===== config.mk =====
export PLATFORM = sky130hd
export DESIGN_NAME = imm_encoder
export DESIGN_NICKNAME = d
export VERILOG_FILES = /design/src/rtl/imm_encoder.sv
export SDC_FILE = /design/constraint.sdc
export NUM_CORES = 1
export LEC_CHECK = 0
export BUFFER_PORTS_ARGS = -buffer_cell sky130_fd_sc_hd__buf_2
export CORE_UTILIZATION = 25
export DETAILED_ROUTE_END_ITERATION = 8
export PLACE_DENSITY_LB_ADDON = 0.12
export REMOVE_ABC_BUFFERS = 1
export SLEW_MARGIN = 40
export SYNTH_ARGS = -nofsm -noshare
export SYNTH_HDL_FRONTEND = slang
export SYNTH_SLANG_ARGS = --single-unit

===== constraint.sdc =====
create_clock -name clk -period 2.15 [get_ports clk]
set_clock_uncertainty 0.1 [all_clocks]
set_input_delay 0.43 -clock clk [delete_from_list [all_inputs] [get_ports clk]]
set_output_delay 0.43 -clock clk [all_outputs]
set_load 0.02 [all_outputs]

===== src/rtl/imm_encoder.sv =====
// Packs an immediate plus register/function fields into an RV32I instruction word.
// Two-stage valid/ready pipeline: stage 1 registers inputs and checks, stage 2 registers the word.
module imm_encoder #(
  parameter int CNT_W = 16
) (
  input  logic             clk,
  input  logic             rst_n,
  input  logic             in_valid,
  output logic             in_ready,
  input  logic [31:0]      in_imm,
  input  logic [2:0]       in_imm_type,
  input  logic [6:0]       in_opcode,
  input  logic [4:0]       in_rd,
  input  logic [2:0]       in_funct3,
  input  logic [4:0]       in_rs1,
  input  logic [4:0]       in_rs2,
  input  logic [6:0]       in_funct7,
  output logic             out_valid,
  input  logic             out_ready,
  output logic [31:0]      out_inst,
  output logic [1:0]       out_err,
  output logic [CNT_W-1:0] err_count
);

  localparam logic [2:0] T_R = 3'd0;
  localparam logic [2:0] T_I = 3'd1;
  localparam logic [2:0] T_S = 3'd2;
  localparam logic [2:0] T_B = 3'd3;
  localparam logic [2:0] T_U = 3'd4;
  localparam logic [2:0] T_J = 3'd5;

  logic             s1_valid_q, s1_valid_d;
  logic [2:0]       s1_type_q, s1_type_d;
  logic [31:0]      s1_imm_q, s1_imm_d;
  logic [6:0]       s1_opcode_q, s1_opcode_d;
  logic [4:0]       s1_rd_q, s1_rd_d;
  logic [2:0]       s1_funct3_q, s1_funct3_d;
  logic [4:0]       s1_rs1_q, s1_rs1_d;
  logic [4:0]       s1_rs2_q, s1_rs2_d;
  logic [6:0]       s1_funct7_q, s1_funct7_d;
  logic [1:0]       s1_err_q, s1_err_d;

  logic             s2_valid_q, s2_valid_d;
  logic [31:0]      out_inst_q, out_inst_d;
  logic [1:0]       out_err_q, out_err_d;
  logic [CNT_W-1:0] err_count_q, err_count_d;

  logic        s2_adv;
  logic        in_fire;
  logic        out_fire;
  logic        hi11_ok, hi12_ok, hi20_ok;
  logic [1:0]  chk_err;
  logic [31:0] inst_asm;

  assign s2_adv   = !s2_valid_q || out_ready;
  assign in_ready = !s1_valid_q || s2_adv;
  assign in_fire  = in_valid && in_ready;
  assign out_fire = s2_valid_q && out_ready;

  // An immediate fits its field when all bits above the field's sign bit copy it.
  assign hi11_ok = (&in_imm[31:11]) || !(|in_imm[31:11]);
  assign hi12_ok = (&in_imm[31:12]) || !(|in_imm[31:12]);
  assign hi20_ok = (&in_imm[31:20]) || !(|in_imm[31:20]);

  always_comb begin
    chk_err = 2'b00;
    case (in_imm_type)
      T_R: chk_err = 2'b00;
      T_I, T_S: chk_err[0] = !hi11_ok;
      T_B: begin
        chk_err[0] = !hi12_ok;
        chk_err[1] = in_imm[0];
      end
      T_U: chk_err[1] = |in_imm[11:0];
      T_J: begin
        chk_err[0] = !hi20_ok;
        chk_err[1] = in_imm[0];
      end
      default: chk_err = 2'b11;
    endcase
  end

  // Unknown types fall back to the R layout.
  always_comb begin
    inst_asm = {s1_funct7_q, s1_rs2_q, s1_rs1_q, s1_funct3_q, s1_rd_q, s1_opcode_q};
    case (s1_type_q)
      T_I: inst_asm = {s1_imm_q[11:0], s1_rs1_q, s1_funct3_q, s1_rd_q, s1_opcode_q};
      T_S: inst_asm = {s1_imm_q[11:5], s1_rs2_q, s1_rs1_q, s1_funct3_q, s1_imm_q[4:0],
                       s1_opcode_q};
      T_B: inst_asm = {s1_imm_q[12], s1_imm_q[10:5], s1_rs2_q, s1_rs1_q, s1_funct3_q,
                       s1_imm_q[4:1], s1_imm_q[11], s1_opcode_q};
      T_U: inst_asm = {s1_imm_q[31:12], s1_rd_q, s1_opcode_q};
      T_J: inst_asm = {s1_imm_q[20], s1_imm_q[10:1], s1_imm_q[11], s1_imm_q[19:12], s1_rd_q,
                       s1_opcode_q};
      default: inst_asm = {s1_funct7_q, s1_rs2_q, s1_rs1_q, s1_funct3_q, s1_rd_q, s1_opcode_q};
    endcase
  end

  always_comb begin
    s1_valid_d  = s1_valid_q;
    s1_type_d   = s1_type_q;
    s1_imm_d    = s1_imm_q;
    s1_opcode_d = s1_opcode_q;
    s1_rd_d     = s1_rd_q;
    s1_funct3_d = s1_funct3_q;
    s1_rs1_d    = s1_rs1_q;
    s1_rs2_d    = s1_rs2_q;
    s1_funct7_d = s1_funct7_q;
    s1_err_d    = s1_err_q;
    if (in_ready) s1_valid_d = in_valid;
    if (in_fire) begin
      s1_type_d   = in_imm_type;
      s1_imm_d    = in_imm;
      s1_opcode_d = in_opcode;
      s1_rd_d     = in_rd;
      s1_funct3_d = in_funct3;
      s1_rs1_d    = in_rs1;
      s1_rs2_d    = in_rs2;
      s1_funct7_d = in_funct7;
      s1_err_d    = chk_err;
    end
  end

  always_comb begin
    s2_valid_d  = s2_valid_q;
    out_inst_d  = out_inst_q;
    out_err_d   = out_err_q;
    err_count_d = err_count_q;
    if (s2_adv) begin
      s2_valid_d = s1_valid_q;
      if (s1_valid_q) begin
        out_inst_d = inst_asm;
        out_err_d  = s1_err_q;
      end
    end
    if (out_fire && (out_err_q != 2'b00) && (err_count_q != {CNT_W{1'b1}}))
      err_count_d = err_count_q + CNT_W'(1);
  end

  always_ff @(posedge clk) begin
    if (!rst_n) begin
      s1_valid_q  <= 1'b0;
      s1_type_q   <= '0;
      s1_imm_q    <= '0;
      s1_opcode_q <= '0;
      s1_rd_q     <= '0;
      s1_funct3_q <= '0;
      s1_rs1_q    <= '0;
      s1_rs2_q    <= '0;
      s1_funct7_q <= '0;
      s1_err_q    <= '0;
      s2_valid_q  <= 1'b0;
      out_inst_q  <= '0;
      out_err_q   <= '0;
      err_count_q <= '0;
    end else begin
      s1_valid_q  <= s1_valid_d;
      s1_type_q   <= s1_type_d;
      s1_imm_q    <= s1_imm_d;
      s1_opcode_q <= s1_opcode_d;
      s1_rd_q     <= s1_rd_d;
      s1_funct3_q <= s1_funct3_d;
      s1_rs1_q    <= s1_rs1_d;
      s1_rs2_q    <= s1_rs2_d;
      s1_funct7_q <= s1_funct7_d;
      s1_err_q    <= s1_err_d;
      s2_valid_q  <= s2_valid_d;
      out_inst_q  <= out_inst_d;
      out_err_q   <= out_err_d;
      err_count_q <= err_count_d;
    end
  end

  assign out_valid = s2_valid_q;
  assign out_inst  = out_inst_q;
  assign out_err   = out_err_q;
  assign err_count = err_count_q;

endmodule


==> reports/qor.yml <==
synthesis:
  ys_seq_area_share_pct: 48.7
  synthCells: 626
  synth_top_area_share_pct: 48.7
  ys_types: 50
  ys_ff_latch: 121
  syn_area_per_cell_um2: 7.95
  synth_area_um2: 4980
  synthTopCellsByArea: "dfxtp_1 49%, nand2_1 14%, a21oi_1 10%, mux2i_1 2.8%, clkbuf_1 2.6%"
  ys_warn_count: 0
  synth_top_cell_by_area: "dfxtp_1"
routing:
  vias: 4771
  wl_um: 15400
  vias_per_cell: 4.67
  first_iter_violations: 197
  drtPass1Iterations: 5
  drcViolationCount: 0
  routedWlPerCell_um: 15.0
  ant_nets: 0
worst_setup_path:
  cp_data_arrival_time_ns: 2.20
  required_ns: 2.40
  endpoint_kind: "register"
  crit_fanout: 8
  start_kind: "register"
  critical_path_class: "reg -> reg"
timing:
  worstMarginPinSlew_ns: 0.586
  max_freq_ghz: 0.512
  slew_headroom_pct: 60.9
  hold_viol_final: 0
  rsz0062_at_grt: "false"
  period_needed_ns: 1.95
  drv_slew: 0
  finalSetupViolations: 0
  period_share_pct: 90.8
  timing.final.ws_setup_ns: 0.198
pwr:
  power_density_nw_per_um2: 915
  intPower_uw: 4550
  p_comb_share_pct: 9.1
  power.total_uw: 6010
  p_leak_uw: 0.00271
  switching_share_pct: 24.2
  p_seq_share_pct: 40.4
  ir_drop_v: 0.000491
  clkPwrFrac_pct: 50.6
  p_sw_uw: 1450
clock_network:
  cts.clk_slew.worst_paths_ns: 0.06
  htreeDepth: 4
  clock-sinks: 121
  cts-root-buf: "clkbuf_16"
  cts_hold_buf: 0
  cts_tree: "done"
  cts_resized: 0
  insertion_delay_ns: 0.41
  post_cts_buffers: 0
  clk_path_buf_depth: 2
  numCtsBuffers: 17
finish:
  final_common_cell: "nand2_1"
  syn2layout_area_growth_pct: 31.9
  register_area_um2: 2420
  final_cells: 1022
  fillers: 2137
  finalNetCount: 815
  multi_input_area_um2: 2380
  layout_common_cells: "191 x nand2_1, 122 x buf_2, 121 x dfxtp_1"
  layout-drive-gt1-share_pct: 24.1
grt:
  antenna_found_initial: 1
  grtUsageTotal_pct: 15.9
  grt_pass1_vias: 4685
  grt_pass1_wl_um: 24700
  grt_max_degree: 84
  grt.overflow.total: 0
floorplan:
  initial_utilization_pct: 25.6
  io_pins: 123
  die-area_um2: 20500
  dieHeight_um: 143
  die_x_um: 143
  coreArea_um2: 19500
  rows: 51
place:
  numPortBuffers: 122
  dp.cells: 989
  preCtsSetupSlack_ns: 0.173
  hpwl_um: 10800
  gp_congestion: 0.769
flow_run:
  max_cap_viol_count: 0
hold_path:
  hold_path_class: "in -> reg"
run_status:
  outcome: "complete, no violations"
power by group through the flow:
stage                     Combinational, uW  Clock [uW]  Sequential, uW
after global placement                  546           0            2470
after floorplan                         256           0            2500
after global routing                    609        3230            2440
after detailed placement                552           0            2470
after CTS                               555        3120            2420
final                                   545        3040            2420
flip-flops by register name (all words and copies together), names as in the netlist, 5 cells and up:
signal,cells
out_inst,32
s1_imm_q,32
err_count,16
s1_funct7_q,7
s1_opcode_q,7
s1_rd_q,5
s1_rs1_q,5
s1_rs2_q,5
cells in the mapped netlist (all sizes together):
cell type and instances:
nand2 191, a221o 1, and2 1, clkbuf 35
mux2i 14, or3 2, buf 6, o41ai 1
a22o 1, o21bai 1, dfxtp 121, o31ai 1
nor4b 1, o211ai 4, o311a 1, a211oi 10
a211o 1, ha 1, nor4 7, a21oi 100
a22oi 4, o211a 2, nand4 10, nor2 25
nand3 5, a2111oi 1, and3 3, a311oi 4
xnor2 7, o22a 1, a222oi 6, xor2 1
and3b 1, inv 9, a21bo 1, and4 1
or4 1, nand2b 7, a21o 2, nand3b 1
nor2b 5, o21ai 17, a31oi 2, nor3 9
a32oi 1
cells by family after synthesis:
group	after synthesis	synth area share, %
AOI/OAI and AO/OA	162	19.3
muxes	14	2.82
and+or+nand+nor	270	23.7
buffers and inverters	50	3.82
xor gates and xnor gates	8	1.41
adders and majority gates	1	0.251
DFF	121	48.7
per-layer routing:
layer | vias up | track usage, % | part of all wire [%]
li1 | 2400 | - | -
met1 | 2231 | 20.0 | 48
met2 | 124 | 25.4 | 45
met3 | 14 | 4.96 | 5.3
met4 | 2 | 5.21 | 1.3
met5 | - | 0 | 0.091
worst max-delay path, stage by stage, from the launching register on:
cell and delay (ns):
dfxtp_1 0.49, nand4_4 0.18, nor4b_4 0.48, a31oi_1 0.27, nand4_1 0.17, mux2i_1 0.19
worst paths after layout:
path / slack, ns / endpoint / start / depth (start not counted)
worst max register to register: 0.20 / err_count[3]$_SDFFE_PN0P_ / err_count[6]$_SDFFE_PN0P_ / 5
worst max-delay path: 0.20 / err_count[3]$_SDFFE_PN0P_ / err_count[6]$_SDFFE_PN0P_ / 5
worst min-delay path: 0.15 / s1_funct7_q[2]$_SDFFE_PN0P_ / in_funct7[2] / 3
worst min register to register: 0.35 / out_inst[3]$_SDFFE_PN0P_ / out_inst[3]$_SDFFE_PN0P_ / 2
final cells by class:
| type | instances | area share [%] |
|---|---|---|
| Multi-Input combinational cell | 455 | 36.3 |
| Antenna cell | 1 | 0.0381 |
| Clock buffer | 20 | 6.96 |
| Sequential cell | 121 | 36.9 |
| Timing Repair Buffer | 139 | 11.6 |
| Clock inverter | 12 | 2.63 |
| Tap cell | 265 | 5.05 |
| Inverter | 9 | 0.534 |
per-stage QoR:
step	area (um^2)	utilization, %	hold slack (ns)	TNS [ns]
global route	6560	33.7	0.133	0
global placement	5930	30.5	0.341	0
floorplan	4820	-	0.329	-80.94
CTS	6560	33.7	0.132	0
detailed placement	5930	30.5	0.345	0
finish	6570	33.7	0.153	0
(Power assumes the default switching activity.)
